--- config.mk ---
export PLATFORM = sky130hd
export DESIGN_NAME = histogram_mc
export DESIGN_NICKNAME = d
export VERILOG_FILES = /design/src/rtl/histogram_mc.sv
export SDC_FILE = /design/constraint.sdc
export NUM_CORES = 1
export LEC_CHECK = 0
export CORE_ASPECT_RATIO = 1.5
export CORE_MARGIN = 1.5
export CORE_UTILIZATION = 60
export CTS_CLUSTER_DIAMETER = 50
export CTS_CLUSTER_SIZE = 30
export DETAILED_ROUTE_END_ITERATION = 16
export GPL_ROUTABILITY_DRIVEN = 0
export PLACE_DENSITY = 0.81
export SLEW_MARGIN = 20
export SYNTH_ARGS = -nofsm -noshare
export SYNTH_HDL_FRONTEND = slang
export SYNTH_SLANG_ARGS = --single-unit
--- constraint.sdc ---
create_clock -name clk -period 11.2 [get_ports clk]
set_clock_uncertainty 0.1 [all_clocks]
set_input_delay 2.24 -clock clk [delete_from_list [all_inputs] [get_ports clk]]
set_output_delay 2.24 -clock clk [all_outputs]
set_load 0.02 [all_outputs]
--- src/rtl/histogram_mc.sv ---
// Per-channel histograms with saturating bins, sample windows and peak tracking.
// A clear sweep zeroes the bin store one entry per cycle before accumulation starts.
module histogram_mc #(
  parameter int BIN_BITS = 4,
  parameter int CNT_BITS = 8,
  parameter int NCH      = 2,
  parameter int CH_BITS  = 1
) (
  input  logic                        clk,
  input  logic                        rst,
  input  logic                        clear_in,
  input  logic                        we_in,
  input  logic [CH_BITS-1:0]          ch_in,
  input  logic [BIN_BITS-1:0]         wdata_in,
  input  logic [CNT_BITS-1:0]         win_size_in,
  input  logic [CH_BITS+BIN_BITS-1:0] raddr_in,
  output logic [CNT_BITS-1:0]         rdata_out,
  output logic [BIN_BITS-1:0]         peak_bin_out,
  output logic [CNT_BITS-1:0]         peak_cnt_out,
  output logic                        ready_out,
  output logic [NCH-1:0]              full_out,
  output logic                        drop_out
);
  localparam int AW    = CH_BITS + BIN_BITS;
  localparam int DEPTH = NCH * (2 ** BIN_BITS);
  localparam logic [AW-1:0] LAST = AW'(DEPTH - 1);

  typedef enum logic {S_CLEAR = 1'b0, S_ACC = 1'b1} state_t;

  state_t                       state_q, state_d;
  logic [AW-1:0]                ptr_q, ptr_d;
  logic [CNT_BITS-1:0]          mem_q [DEPTH];

  logic                         sweep_en, zero_ch, accept, ch_ok;
  logic [AW-1:0]                waddr;
  logic [CNT_BITS-1:0]          bin_old, bin_inc;
  logic [CH_BITS-1:0]           rch;
  logic [NCH-1:0]               full_vec;
  logic [NCH-1:0][BIN_BITS-1:0] pbin_vec;
  logic [NCH-1:0][CNT_BITS-1:0] pcnt_vec;

  logic [CNT_BITS-1:0]          rdata_q, ocnt_q;
  logic [BIN_BITS-1:0]          obin_q;
  logic                         drop_q;

  always_ff @(posedge clk or posedge rst) begin
    if (rst) begin
      state_q <= S_CLEAR;
      ptr_q   <= '0;
    end else begin
      state_q <= state_d;
      ptr_q   <= ptr_d;
    end
  end

  always_comb begin
    state_d = state_q;
    ptr_d   = ptr_q;
    if (clear_in) begin
      state_d = S_CLEAR;
      ptr_d   = '0;
    end else if (state_q == S_CLEAR) begin
      ptr_d = ptr_q + AW'(1);
      if (ptr_q == LAST) begin
        state_d = S_ACC;
        ptr_d   = '0;
      end
    end
  end

  always_comb begin
    ready_out = 1'b0;
    sweep_en  = 1'b0;
    zero_ch   = clear_in;
    if (state_q == S_ACC) begin
      ready_out = 1'b1;
    end else begin
      zero_ch  = 1'b1;
      sweep_en = !clear_in;
    end
  end

  assign waddr   = {ch_in, wdata_in};
  assign ch_ok   = ({1'b0, ch_in} < (CH_BITS + 1)'(NCH));
  assign accept  = ready_out && !clear_in && we_in && ch_ok && !full_vec[ch_in];
  assign bin_old = mem_q[waddr];
  assign bin_inc = (&bin_old) ? bin_old : bin_old + CNT_BITS'(1);
  assign rch     = raddr_in[AW-1 -: CH_BITS];

  // Bin store has no reset; the clear sweep is what initialises it.
  always_ff @(posedge clk) begin
    if (sweep_en) begin
      mem_q[ptr_q] <= '0;
    end else if (accept) begin
      mem_q[waddr] <= bin_inc;
    end
  end

  for (genvar gi = 0; gi < NCH; gi++) begin : g_ch
    logic [CNT_BITS-1:0] cnt_q, cnt_d, pcnt_q, pcnt_d;
    logic [BIN_BITS-1:0] pbin_q, pbin_d;
    logic                full_q, full_d, hit;

    assign hit = accept && (ch_in == CH_BITS'(gi));

    always_comb begin
      cnt_d  = cnt_q;
      pcnt_d = pcnt_q;
      pbin_d = pbin_q;
      full_d = full_q;
      if (zero_ch) begin
        cnt_d  = '0;
        pcnt_d = '0;
        pbin_d = '0;
        full_d = 1'b0;
      end else begin
        if (hit) begin
          if (!(&cnt_q)) cnt_d = cnt_q + CNT_BITS'(1);
          // Strictly greater, so a tie leaves the older peak in place.
          if (bin_inc > pcnt_q) begin
            pcnt_d = bin_inc;
            pbin_d = wdata_in;
          end
        end
        if ((win_size_in != '0) && (cnt_d >= win_size_in)) full_d = 1'b1;
      end
    end

    always_ff @(posedge clk or posedge rst) begin
      if (rst) begin
        cnt_q  <= '0;
        pcnt_q <= '0;
        pbin_q <= '0;
        full_q <= 1'b0;
      end else begin
        cnt_q  <= cnt_d;
        pcnt_q <= pcnt_d;
        pbin_q <= pbin_d;
        full_q <= full_d;
      end
    end

    assign full_vec[gi] = full_q;
    assign pbin_vec[gi] = pbin_q;
    assign pcnt_vec[gi] = pcnt_q;
  end

  // Read data is taken before this cycle's write lands (read-before-write).
  always_ff @(posedge clk or posedge rst) begin
    if (rst) begin
      rdata_q <= '0;
      obin_q  <= '0;
      ocnt_q  <= '0;
      drop_q  <= 1'b0;
    end else begin
      rdata_q <= mem_q[raddr_in];
      obin_q  <= pbin_vec[rch];
      ocnt_q  <= pcnt_vec[rch];
      drop_q  <= we_in && !accept;
    end
  end

  assign rdata_out    = rdata_q;
  assign peak_bin_out = obin_q;
  assign peak_cnt_out = ocnt_q;
  assign full_out     = full_vec;
  assign drop_out     = drop_q;
endmodule
### Yosys cells after proc, flatten, opt, wreduce, memory -nomap -nowiden

Memories as Yosys holds them, arrays and structs flattened. A register that Yosys moved wholly into a read port is not among the register bits.
Cells that the tools add are included.

| cells by class | value |
|---|---|
| $add $sub $neg | 4 |
| order comparisons | 6 |
| eq/ne operators | 2 |
| multiplexer cells | 48 |
| bitwise logic cells | 1 |
| reductions and logical operators | 24 |

Operator list:

| cell | number |
|---|---|
| $mux 8 | 18 |
| $mux 4 | 8 |
| $add 8x1->8 const B | 3 |
| $reduce_and 8->1 | 3 |
| $mux 5 | 4 |
| $mux 1 | 18 |
| $ge 8x8->1 | 2 |
| $gt 8x8->1 | 2 |
| $reduce_bool 2->1 | 6 |
| $logic_and 1x1->1 | 8 |
| $reduce_bool 8->1 | 1 |
| $reduce_or 8->1 | 1 |
| $add 5x1->5 const B | 1 |
| $eq 5x5->1 const B | 1 |
| $lt 1x2->1 const B | 2 |
| $reduce_and 2->1 | 2 |
| $logic_not 1->1 | 3 |
| $ne 2x2->1 const B | 1 |
| $not 1->1 | 1 |

| storage, ports and cells | value |
|---|---|
| register bits after elaboration | 61 |
| bits in writable memories | 256 |
| bits of input ports | 22 |
| output and inout bits | 24 |
| word-level logic and storage cells | 99 |
| memories | 1 |

Memory list:

| memory | words | width | read ports | clocked after memory_dff | write ports | RTL line | RTL |
|---|---|---|---|---|---|---|---|
| mem_q | 32 | 8 | 2 | 1 | 1 | 32 | `logic [CNT_BITS-1:0] mem_q [DEPTH];` |

### Longest topological paths before layout

| depth | value |
|---|---|
| word-level depth | 11 |
| gate-level depth with buffers | 21 |

### Least setup slack after synthesis

Ideal clock, no wire load.

| path | value |
|---|---|
| kind | input-to-reg |
| start | input wdata_in[0] |
| end | register g_ch[0].pcnt_q[2] |
| setup time | 0.077 ns |
| arrival time | 6.143 ns |
| setup slack | 4.880 ns |
| stages | 20 |
| path buffers | 3 |
| cell sequence | buf_6 buf_6 mux4_2 mux4_2 mux2_2 ha_1 and3_4 nand2_2 mux2i_1 inv_1 ha_1 nor2b_1 o21ai_0 nand2b_1 a21oi_1 o21ai_0 o211a_1 clkbuf_1 o21ai_0 a21oi_1 |

| between the ends | value |
|---|---|
| cells in the longest elaborated chain, start to end | 6 |
| elaborated cells on any way between the ends | 10 |
| classes of those cells | 1 x add/sub; 1 x order compare; 4 x mux; 3 x reduce/logical; 1 x memory |

RTL lines:

| what | RTL line | RTL |
|---|---|---|
| start: declaration | 14 | `input logic [BIN_BITS-1:0] wdata_in,` |
| $mem_v2 32x8 * | n/a |  |
| $add 8x1->8 / $reduce_and 8->1 (equally long branches) | 87 | `assign bin_inc = (&bin_old) ? bin_old : bin_old + CNT_BITS'(1);` |
| $mux 8 * | 87 |  |
| $gt 8x8->1 / $mux 8 (equally long branches) | 120 | `if (bin_inc > pcnt_q) begin` |
| $reduce_bool 2->1 (no line) / $mux 8 (equally long branches) | n/a |  |
| $reduce_and 2->1 (no line) / $mux 8 (equally long branches) | n/a |  |
| end signal: assignment | 137 | `pcnt_q <= pcnt_d;` |
| end: declaration | 100 | `logic [CNT_BITS-1:0] cnt_q, cnt_d, pcnt_q, pcnt_d;` |

Every way passes the cells marked *; elsewhere a longest branch is shown, timed or not. The select of a mux whose other input is x is not followed.
A chain may end at the register's enable or synchronous reset.

### Final worst setup path

| path | value |
|---|---|
| start | input wdata_in[0] |
| end | register g_ch[0].pcnt_q[7] |

The elaborated chain is that of the path after synthesis.

==> metrics.yaml <==
status: "complete, no violations"
slew_violations: 0
route.detailed.drc: 0
post_cts_buffers: 0
die_h_um: 203
dr_wl_met3_um: 3020
hold_class: "flop to flop"
ys_warn_count: 0
first_pass_iters: 6
grtUsageTotal_pct: 28.4
ys_async_sr_fraction_pct: 21.2
via_count: 9209
antenna_found_initial: 1
cts_resized: 0
insertedDiodeCount: 0
worst_ep_required_time_ns: 11.56
netlist_top_cells_area: "edfxtp_1 (48%), mux4_2 (22%), dfrtp_1 (11%), ha_1 (2.9%), nor2_1 (1.6%)"
dp_hpwl_um: 24600
ys_ff_latch: 325
clk_pin_slew_ns: 0.11
synthFlopType: "edfxtp_1"
grt.overflow.total: 0
seq_area_frac_synth_pct: 59.1
synth.largest_area_cell: "edfxtp_1"
insertion_delay_ns: 0.54
stdcell_count: 1323
first_global_vias: 9439
wl_met2_um: 19700
portBuffers: 45
root_buffer: "clkbuf_16"
synth.avg_cell_area_um2: 16.6
drt-initial-drc-count: 942
grt_pass1_wl_um: 56800
start_util_pct: 61.4
ant_nets: 0
nets: 1036
cp-end-kind: "flop"
ctsHtreeMaxLevel: 1
setup-violations-final: 0
wl_per_cell_um: 28.3
cts_tree: "done"
io_pins: 46
fin_crit_ns: 7.52
netlist.area_leader.share_pct: 48.3
drt-total-wl_um: 37500
setup_tns_ns: 0
rsz0062_at_grt: "false"
top_layer_used: "met4"
syn_nets: 1017
netlist-cell-type-count: 58
area_growth_pct: 8.87
fmax_mhz: 133
finalPower_mw: 2.35
placed_cells: 1288
grt_max_degree: 70
fin_crit_sh_pct: 67.2
power_density_nw_per_um2: 135
viasPerCell: 6.96
numCtsBuffers: 20
clock-sinks: 325
whs_ns: 0.417
die_area_um2: 27600
tightest_slew_ns: 1.17
rows: 72
coreArea_um2: 25900
slew-limit-headroom_pct: 21.8
drive_gt1_share_pct: 25.8
clk_path_buf_depth: 3
drv_cap: 0
postCtsHoldBufs: 0
peakVddDrop_v: 0.000110
synth_area_um2: 15900
start_kind: "primary input"
fin_util_pct: 66.8
postSynthCellCount: 958
cp_max_fo: 36
arrival_ns: 7.89
hold_viol: 0
dieWidth_um: 136
synth_enable_flop_cells: 256
p_leak_nw: 6.33
wl_met1_um: 12700
critical_path_class: "primary input to flop"
cells by family after synthesis:
family                   after synthesis  synth area share [%]
XOR/XNOR                              13                 0.715
multiplexers                         189                  24.4
adder cells (fa/ha/maj)               37                  2.91
buffers and inverters                 92                  2.77
flip-flops                           325                  59.1
AND/OR/NAND/NOR                      200                  6.31
AO/OA/AOI/OAI                        102                  3.80
critical path: stages:
cell	delay (ns)
buf_4	0.57
buf_4	0.64
mux4_2	0.59
mux4_2	0.51
mux2_2	0.33
ha_1	0.30
and3_4	0.20
nand2_2	0.08
mux2i_1	0.53
inv_1	0.15
ha_1	0.33
nor2b_1	0.12
o21ai_0	0.08
nand2b_1	0.07
a21oi_1	0.05
o21ai_0	0.21
o211ai_1	0.34
a311o_1	0.38
a21oi_1	0.12
cell usage after synthesis (all sizes together), types with 11 or more instances:
cell,n
nand2,44
and3,11
mux2i,13
mux2,20
nor2,70
inv,30
buf,29
o21ai,29
a21oi,36
dfrtp,69
clkbuf,33
mux4,156
nand3,11
ha,37
edfxtp,256
and2,20
metal layers:
layer,vias up,GRT usage [%]
met5,-,0
met4,0,13.9
met3,103,3.72
met2,523,48.9
met1,4724,35.5
li1,3859,-
metrics by stage:
step | worst slack [ns] | area (um^2)
final | 3.68 | 17300
after global routing | 3.15 | 17300
after CTS | 3.61 | 17300
after detailed placement | 3.05 | 16600
after global placement | 3.24 | 16600
after floorplan | 4.88 | 15900
cells in the final DEF, fill, tap and decap left out, drive strengths merged, types with 3 or more instances in the layout:
| cell type | instances |
|---|---|
| o22ai | 8 |
| ha | 37 |
| buf | 18 |
| mux2 | 20 |
| nor2 | 70 |
| inv | 38 |
| o21ai | 29 |
| edfxtp | 256 |
| mux2i | 13 |
| a31oi | 4 |
| clkinv | 4 |
| nand3 | 11 |
| nor3 | 8 |
| and2 | 20 |
| and3 | 11 |
| nand3b | 3 |
| or3b | 3 |
| nor2b | 5 |
| xnor2 | 9 |
| nand2b | 9 |
| clkdlybuf4s50 | 41 |
| o21a | 3 |
| a21o | 6 |
| mux4 | 156 |
| nand2 | 44 |
| a21oi | 36 |
| nand4 | 9 |
| nor4 | 3 |
| clkbuf | 21 |
| a41oi | 4 |
| xor2 | 4 |
| dfrtp | 69 |
flip-flops by register name, summed over array words and instances, names as in the netlist:
name	flops
rdata_out	8
ptr_q	5
g_ch.pbin_q	8
peak_bin_out	4
peak_cnt_out	8
state_q	1
g_ch.full_q	2
mem_q	256
g_ch.cnt_q	16
g_ch.pcnt_q	16
drop_out	1
worst paths after layout:
check,endpoint,from,depth (start not counted),slack (ns)
max in group asynchronous,g_ch[1].cnt_q[2],rst,3,8.24
min in group asynchronous,peak_cnt_out[0],rst,3,2.17
hold reg to reg,g_ch[0].pcnt_q[1],g_ch[0].pcnt_q[1],2,0.42
setup / recovery,g_ch[0].pcnt_q[7],wdata_in[0],19,3.68
hold / removal,g_ch[0].pcnt_q[1],g_ch[0].pcnt_q[1],2,0.42
setup reg to reg,g_ch[0].pcnt_q[7],mem_q[31][0],17,6.29
power by group:
part	leakage, nW	total [mW]	internal [mW]	switching (mW)
clock	0.352	0.848	0.383	0.466
sequential	3.62	1.30	1.30	0.00546
combinational	2.36	0.197	0.0875	0.110
total	6.33	2.35	1.77	0.581
final cells by class:
cell class                      instances  area, um^2
Multi-Input combinational cell        541        6110
Clock buffer                           21         526
Tap cell                              333         417
Fill cell                            1682        8610
Timing Repair Buffer                   59         541
Clock inverter                         14         219
Sequential cell                       325        9410
Inverter                               30         113
No activity file was read; power rests on OpenSTA's default activity.
